## src/rtl/io_defs.sv

```systemverilog
// Shared definitions for the I/O UART transmitter.
// Holds the FSM state encoding, 8N1 frame constants and the default bit period.
package io_defs;

  // Transmit FSM state encoding (2-bit)
  typedef enum logic [1:0] {
    ST_IDLE  = 2'd0,
    ST_START = 2'd1,
    ST_DATA  = 2'd2,
    ST_STOP  = 2'd3
  } uart_state_e;

  // 8N1 frame constants
  localparam logic        START_BIT = 1'b0;
  localparam logic        STOP_BIT  = 1'b1;
  localparam int unsigned DATA_BITS = 8;

  localparam int unsigned DEFAULT_CLKS_PER_BIT = 16;

endpackage

```

## src/rtl/sync_fifo.sv

```systemverilog
// Synchronous FIFO with registered count/full/empty status.
// Ports:
//   clk, sync_reset : clock and synchronous active-high reset
//   push, push_data : write strobe and data (ignored when full)
//   pop             : remove head entry (ignored when empty)
//   head_c          : current head entry (combinational read of storage)
//   count           : entries held, 0..DEPTH
//   full, empty     : registered status flags
module sync_fifo #(
  parameter int unsigned WIDTH = 8,
  parameter int unsigned DEPTH = 8
) (
  input  logic                     clk,
  input  logic                     sync_reset,
  input  logic                     push,
  input  logic [WIDTH-1:0]         push_data,
  input  logic                     pop,
  output logic [WIDTH-1:0]         head_c,
  output logic [$clog2(DEPTH):0]   count,
  output logic                     full,
  output logic                     empty
);

  localparam int unsigned AW = $clog2(DEPTH);
  localparam int unsigned CW = AW + 1;

  logic [WIDTH-1:0] mem [DEPTH];
  logic [AW-1:0]    wr_ptr;
  logic [AW-1:0]    rd_ptr;
  logic             do_push;
  logic             do_pop;
  logic [CW-1:0]    count_d;

  assign do_push = push & ~full;
  assign do_pop  = pop & ~empty;
  assign count_d = count + CW'(do_push) - CW'(do_pop);
  assign head_c  = mem[rd_ptr];

  // Storage; contents need no reset because pointers define validity
  always_ff @(posedge clk) begin
    if (do_push) mem[wr_ptr] <= push_data;
  end

  // Pointers wrap naturally since DEPTH is a power of two
  always_ff @(posedge clk) begin
    if (sync_reset) begin
      wr_ptr <= '0;
      rd_ptr <= '0;
      count  <= '0;
      full   <= 1'b0;
      empty  <= 1'b1;
    end else begin
      if (do_push) wr_ptr <= wr_ptr + AW'(1);
      if (do_pop)  rd_ptr <= rd_ptr + AW'(1);
      count <= count_d;
      full  <= (count_d == CW'(DEPTH));
      empty <= (count_d == '0);
    end
  end

endmodule

```

## src/rtl/io_uart_tx.sv

```systemverilog
// CPU I/O-port byte transmitter: buffers written bytes in a FIFO and sends
// them as 8N1 UART frames, back-to-back when more data is queued.
// Ports:
//   clk, sync_reset : clock and synchronous active-high reset
//   io_data_in      : byte from the CPU
//   io_write        : one-cycle write strobe (dropped when FIFO full)
//   overflow_clr    : clears the sticky overflow flag
//   tx              : registered UART line, idle high
//   busy            : frame in progress
//   fifo_empty/fifo_full/fifo_count : FIFO status
//   overflow        : sticky, a write was dropped
module io_uart_tx
  import io_defs::*;
#(
  parameter int unsigned FIFO_DEPTH   = 8,
  parameter int unsigned CLKS_PER_BIT = DEFAULT_CLKS_PER_BIT
) (
  input  logic                          clk,
  input  logic                          sync_reset,
  input  logic [7:0]                    io_data_in,
  input  logic                          io_write,
  input  logic                          overflow_clr,
  output logic                          tx,
  output logic                          busy,
  output logic                          fifo_empty,
  output logic                          fifo_full,
  output logic [$clog2(FIFO_DEPTH):0]   fifo_count,
  output logic                          overflow
);

  localparam int unsigned BIT_W = $clog2(CLKS_PER_BIT);
  localparam int unsigned IDX_W = $clog2(DATA_BITS);

  uart_state_e      state_q, state_d;
  logic [BIT_W-1:0] bit_cnt_q, bit_cnt_d;
  logic [IDX_W-1:0] idx_q, idx_d;
  logic [7:0]       shifter_q;
  logic [7:0]       fifo_head_c;
  logic             pop_c;
  logic             bit_end_c;
  logic             tx_d;
  logic             busy_d;

  sync_fifo #(
    .WIDTH (8),
    .DEPTH (FIFO_DEPTH)
  ) u_fifo (
    .clk        (clk),
    .sync_reset (sync_reset),
    .push       (io_write),
    .push_data  (io_data_in),
    .pop        (pop_c),
    .head_c     (fifo_head_c),
    .count      (fifo_count),
    .full       (fifo_full),
    .empty      (fifo_empty)
  );

  assign bit_end_c = (bit_cnt_q == BIT_W'(CLKS_PER_BIT - 1));

  // State register, frame counters and registered line outputs
  always_ff @(posedge clk) begin
    if (sync_reset) begin
      state_q   <= ST_IDLE;
      bit_cnt_q <= '0;
      idx_q     <= '0;
      tx        <= 1'b1;
      busy      <= 1'b0;
    end else begin
      state_q   <= state_d;
      bit_cnt_q <= bit_cnt_d;
      idx_q     <= idx_d;
      tx        <= tx_d;
      busy      <= busy_d;
    end
  end

  // Shifter holds the byte for the whole frame; loaded on every pop
  always_ff @(posedge clk) begin
    if (pop_c) shifter_q <= fifo_head_c;
  end

  // Next-state logic; pops occur only when a new frame is started
  always_comb begin
    state_d   = state_q;
    bit_cnt_d = bit_cnt_q;
    idx_d     = idx_q;
    pop_c     = 1'b0;
    case (state_q)
      ST_IDLE: begin
        if (!fifo_empty) begin
          pop_c     = 1'b1;
          state_d   = ST_START;
          bit_cnt_d = '0;
        end
      end
      ST_START: begin
        if (bit_end_c) begin
          state_d   = ST_DATA;
          bit_cnt_d = '0;
          idx_d     = '0;
        end else begin
          bit_cnt_d = bit_cnt_q + BIT_W'(1);
        end
      end
      ST_DATA: begin
        if (bit_end_c) begin
          bit_cnt_d = '0;
          if (idx_q == IDX_W'(DATA_BITS - 1)) state_d = ST_STOP;
          else                                idx_d   = idx_q + IDX_W'(1);
        end else begin
          bit_cnt_d = bit_cnt_q + BIT_W'(1);
        end
      end
      ST_STOP: begin
        if (bit_end_c) begin
          bit_cnt_d = '0;
          // Chain straight into the next start bit when data is waiting
          if (!fifo_empty) begin
            pop_c   = 1'b1;
            state_d = ST_START;
          end else begin
            state_d = ST_IDLE;
          end
        end else begin
          bit_cnt_d = bit_cnt_q + BIT_W'(1);
        end
      end
      default: state_d = ST_IDLE;
    endcase
  end

  // Line value for the upcoming state, registered above so tx has no input path
  always_comb begin
    tx_d   = 1'b1;
    busy_d = (state_d != ST_IDLE);
    case (state_d)
      ST_START: tx_d = START_BIT;
      ST_DATA:  tx_d = shifter_q[idx_d];
      ST_STOP:  tx_d = STOP_BIT;
      default:  tx_d = 1'b1;
    endcase
  end

  // Sticky overflow: a dropped write wins over a simultaneous clear
  always_ff @(posedge clk) begin
    if (sync_reset)                  overflow <= 1'b0;
    else if (io_write && fifo_full)  overflow <= 1'b1;
    else if (overflow_clr)           overflow <= 1'b0;
  end

endmodule

```

## config.mk

```make
export PLATFORM = sky130hd
export DESIGN_NAME = io_uart_tx
export DESIGN_NICKNAME = d
export VERILOG_FILES = /design/src/rtl/io_defs.sv /design/src/rtl/sync_fifo.sv /design/src/rtl/io_uart_tx.sv
export SDC_FILE = /design/constraint.sdc
export NUM_CORES = 1
export LEC_CHECK = 0
export ABC_AREA = 1
export BUFFER_PORTS_ARGS = -buffer_cell sky130_fd_sc_hd__buf_2
export CAP_MARGIN = 20
export CORE_ASPECT_RATIO = 1.2
export CORE_MARGIN = 3
export CORE_UTILIZATION = 25
export CTS_CLUSTER_DIAMETER = 200
export CTS_CLUSTER_SIZE = 8
export DETAILED_ROUTE_END_ITERATION = 10
export PLACE_DENSITY = 0.38
export SLEW_MARGIN = 20
export SYNTH_ARGS = -nofsm -noshare
export SYNTH_HDL_FRONTEND = slang
export SYNTH_SLANG_ARGS = --single-unit
```

## constraint.sdc

```tcl
create_clock -name clk -period 3.2 [get_ports clk]
set_input_delay 0.16 -clock clk [delete_from_list [all_inputs] [get_ports clk]]
set_output_delay 0.16 -clock clk [all_outputs]
set_load 0.005 [all_outputs]
```

Word-level counts from Yosys, hierarchy flattened

Memories as Yosys holds them, arrays and structs flattened. A register that Yosys moved wholly into a read port is not among the register bits.
Index checks and enable logic that the tools add are counted.

$add $sub $neg: 6
Reduce and logical (&&, ||, !) cells: 6
Equality and inequality tests: 9
Order comparisons: 1
Multiplexer cells: 24
Bitwise operators: 4

Operator list:

| cell                | count |
|---|---|
| $mux 2              | 5 |
| $add 3x1->3 const B | 3 |
| $mux 3              | 3 |
| $eq 4x4->1 const B  | 2 |
| $mux 1              | 8 |
| $mux 4              | 2 |
| $pmux 2 s4          | 1 |
| $pmux 4 s2          | 1 |
| $eq 2x2->1 const B  | 3 |
| $pmux 3 s2          | 1 |
| $add 4x1->4         | 1 |
| $add 4x1->4 const B | 1 |
| $eq 2x1->1 const B  | 2 |
| $logic_not 4->1     | 1 |
| $lt 3x4->1 const B  | 1 |
| $pmux 1 s2          | 2 |
| $reduce_bool 2->1   | 2 |
| $sub 4x1->4         | 1 |
| $bmux 1 s3          | 1 |
| $eq 3x3->1 const B  | 1 |
| $reduce_or 3->1     | 1 |
| $and 1x1->1         | 2 |
| $logic_not 2->1     | 1 |
| $ne 2x2->1 const B  | 1 |
| other kinds (2)     | 3 |

Bits in registers: 24
Input bits: 12
Memories: 1
Logic and storage cells: 62
RAM bits: 64
Output and inout bits: 9

Memories:

| name       | words | bits a word | rd ports | clocked after Yosys merged registers in | write ports | line            | source |
|---|---|---|---|---|---|---|---|
| u_fifo.mem | 8     | 8           | 1        | 1                                       | 1           | sync_fifo.sv:27 | `logic [WIDTH-1:0] mem [DEPTH];` |

Logic depth before layout (Yosys ltp)

Depth after elaboration: 7
Depth in mapped cells: 13
Gate-level depth less buffers: 13

Hierarchy

A second synthesis with hierarchy kept.

Cell total of the unflattened synthesis: 410
Area, all modules: 4,241.6 um^2

By module, submodules not included:

| module     | area each (um^2) | cells an instance | instances | seq. area each (um^2) |
|---|---|---|---|---|
| sync_fifo  | 3,218.1          | 291               | 1         | 2,222.1 |
| io_uart_tx | 1,023.5          | 119               | 1         | 480.5 |

Worst setup path before layout

Ideal clock, no wire load.

Path type: reg2reg
From: reg state_q[0]
To: reg u_fifo.empty
Stages on the path, launching flop included: 12
Clock period less this slack: 2,455 ps
Arrival time: 2,381 ps
Buffers on the path: 0
Setup slack: 745 ps
Library setup time: 74 ps
Data required time: 3,126 ps
Cells stage by stage: dfxtp_1 > inv_1 > ha_1 > nor3_4 > ha_1 > inv_1 > ha_1 > inv_1 > fa_1 > xor2_1 > nand3_1 > o21ai_0

Cells in the longest elaborated chain, start to end: 5
Elaborated cells on any way between the ends: 6
Classes of those cells: 1 x add/sub; 1 x eq/ne; 1 x mux; 1 x bitwise; 2 x reduce/logical

Ends and longest elaborated chain:

| element                                       | line             | source |
|---|---|---|
| start: declaration                            | io_uart_tx.sv:34 | `uart_state_e state_q, state_d;` |
| start signal: assignment                      | io_uart_tx.sv:70 | `state_q <= state_d;` |
| $eq 2x2->1 or $logic_not 2->1 (tied branches) | io_uart_tx.sv:89 | `case (state_q)` |
| $pmux 1 s2 (*)                                | io_uart_tx.sv:89 |  |
| $and 1x1->1 (*)                               | sync_fifo.sv:35  | `assign do_pop = pop & ~empty;` |
| net u_fifo.do_pop                             | sync_fifo.sv:31  | `logic do_pop;` |
| $sub 4x1->4 (*)                               | sync_fifo.sv:36  | `assign count_d = count + CW'(do_push) - CW'(do_pop);` |
| $logic_not 4->1 (*)                           | sync_fifo.sv:57  | `empty <= (count_d == '0);` |
| end signal: assignment                        | sync_fifo.sv:57  |  |
| end: declaration                              | sync_fifo.sv:21  | `output logic empty` |

Mark *: on every way through the listed nets, which the timed path passes. The rest lies on a longest branch.
A chain may end at the register's enable or synchronous reset.

Worst setup path after layout

Same ends and word-level chain as after synthesis.

==> results.toml <==
[outcome]
status = "finished clean"

[clocking]
clkTransAtPathRegs_ns = 0.07
cts_resized = 0
cts_tree = "done"
cts-root-buf = "clkbuf_16"
cts.htree.levels = 3
cts_sinks = 96
cts_hold_buf = 0
cts_buffer_depth = 2
cts_setup_buffers = 0
clkLatencyLatePin_ns = 0.35
numCtsBuffers = 9

[logic_synthesis]
synthTopCellsByCount = "nor2_1 (76), edfxtp_1 (72), o21ai_0 (38)"
synth_fp_nets = 408
ys_warn_count = 0
syn_area_per_cell_um2 = 10.8
synth_top_area_share_pct = 52.4
yosysSeqAreaShare_pct = 64.1
yosysMostFrequentCell = "nor2_1"
synthesis.area_um2 = 4120
synth_edf_count = 72
yosys-top-cells-area = "edfxtp_1 (52%), dfxtp_1 (12%), nor2_1 (6.9%)"
async_flop_share_pct = 0
ys_types = 33
synth_ff_type = "edfxtp_1"
yosysTopAreaCell = "edfxtp_1"
synth_seq_cells = 96
synthesis.instances = 382

[setup_path]
r2r-start = "state_q[0]"
worstSetupPathType = "flip-flop to flip-flop"
critical_path_arrival_ns = 2.98
critPathMaxFanout = 7
cp-start-kind = "flip-flop"
ff2ff_path_depth = 11
crit_start = "state_q[0]"
critPathCaptureType = "flip-flop"
required_ns = 3.48
reg2reg_slack_ns = 0.49
reg2reg_to = "u_fifo.empty"
crit_path_end = "u_fifo.empty"

[die]
die_x_um = 123
row_count = 50
core_um2 = 15900
start_util_pct = 26.0
die_area_um2 = 18100
io_pins = 21
die_h_um = 147

[final_layout]
diodes = 0
regArea_um2 = 2640
multi_input_area_um2 = 1320
final_area_um2 = 4830
area_growth_pct = 17.1
nets = 439
drive_above_1_share_pct = 15.3
num-fill-cells = 1655

[pwr]
peakVddDrop_mv = 0.261
power_mw = 3.85
power_density_nw_per_um2 = 798
total_leakage_power_nw = 1.74

[detailed_routing]
first_pass_iters = 4
vias = 2757
vias_per_cell = 4.40
drtAntennaViolNets = 0
drtIter0Drc = 105
drt-total-wl_mm = 9.02
drc = 0
wl_per_cell_um = 14.4

[sta]
tightestPinTransition_ns = 0.890
finClkSkew_ns = 0.00913
rsz0062_at_grt = "false"
setup_violations = 0
tns_ns = 0
final_hold_viol_count = 0
drv_slew = 0
fmax_mhz = 369
relSlewSlack_pct = 40.4
period_minus_slack_ns = 2.71
fin_crit_sh_pct = 84.6

[global_routing]
grt_overflow = 0
track_usage_pct = 10.8
grt_max_degree = 34
grt_pass1_wl_mm = 14.7
first_global_vias = 2717
antenna_found_initial = 0

[placed_design]
place_area_um2 = 4530
routabilityCongestion = 0.765
dp_hpwl_mm = 5.91
port_buffers = 20

[job]
drv_cap = 0

[min_path]
hp-class = "input pin to flip-flop"
hold_start = "overflow_clr"
-- worst min path at each step --
stage          slack, ns                to  depth (start not counted)
3_3_place_gp        0.41          overflow                          4
3_5_place_dp        0.42          overflow                          4
4_1_cts             0.04          overflow                          4
6_report            0.05          overflow                          4
2_1_floorplan       0.26  u_fifo.mem[0][0]                          0
5_1_grt             0.06          overflow                          4
-- cell type report --
| cell class | count | area share (%) |
|---|---|---|
| Clock inverter | 7 | 1.58 |
| Multi-Input combinational cell | 243 | 27.3 |
| Sequential cell | 96 | 54.7 |
| Inverter | 32 | 2.51 |
| Tap cell | 208 | 5.39 |
| Clock buffer | 9 | 4.67 |
| Timing Repair Buffer | 31 | 3.78 |
-- metal layers --
layer  vias up  wire length (um)  GRT usage [%]
met5         -                 0              0
met4         0               235           5.60
met1      1309              4050           13.8
met3        15               211           1.85
li1       1395                 -              -
met2        38              4520           17.3
-- worst max-delay path, cell delays in order, from the launching register on --
cell and delay [ns]:
dfxtp_1 0.40, inv_1 0.13, ha_1 0.43, nor3_4 0.28
ha_1 0.26, inv_1 0.05, ha_1 0.15, inv_1 0.06
fa_1 0.37, xor2_1 0.21, nand3_1 0.11, o21ai_0 0.18
-- power by group --
part / internal [mW] / leakage [nW] / switching [mW]
sequential: 1.56 / 0.853 / 0.0871
combinational: 0.389 / 0.746 / 0.713
clock: 0.613 / 0.144 / 0.490
total: 2.56 / 1.74 / 1.29
-- flip-flops by register name, summed over array words and instances (netlist names) --
register / cells
bit_cnt_q: 4
u_fifo.wr_ptr: 3
busy: 1
u_fifo.empty: 1
idx_q: 3
u_fifo.mem: 64
shifter_q: 8
overflow: 1
u_fifo.count: 4
state_q: 2
tx: 1
u_fifo.full: 1
u_fifo.rd_ptr: 3
-- per-stage QoR --
stage	util [%]	hold slack, ns	setup WS [ns]	instances
after floorplan	-	0.259	0.745	382
after global placement	28.5	0.407	0.554	610
after detailed placement	28.5	0.419	0.480	610
after CTS	30.4	0.0392	0.461	626
after global routing	30.4	0.0583	0.154	626
final	30.4	0.0499	0.492	626
-- cells by family (layout without fill, tap and decap cells) --
family                     Yosys count  in the layout  synth area share [%]
DFF                                 96             96                  64.1
buffers and inverters               43             79                  3.94
AOI/OAI and AO/OA                   81             81                  11.1
adders and majority gates           14             14                  4.43
and+or+nand+nor                    145            145                  15.8
xor gates and xnor gates             3              3                 0.637
-- cell usage in the layout, fill, tap and decap left out, types with 2 or more instances in the layout --
cell	instances
ha_1	13
clkbuf_16	9
o21ai_1	3
a31oi_1	8
nor2_4	2
edfxtp_1	72
nor3_1	2
inv_1	29
o22ai_1	8
o211ai_1	2
nand2_1	29
a21oi_1	15
nand2_2	7
nor2_1	76
a211oi_1	2
inv_6	3
buf_2	20
buf_4	11
clkinv_1	2
o21ai_0	38
nand3_2	2
xor2_1	2
nand3_1	24
dfxtp_1	24
Power figures use the tool's default switching activity.
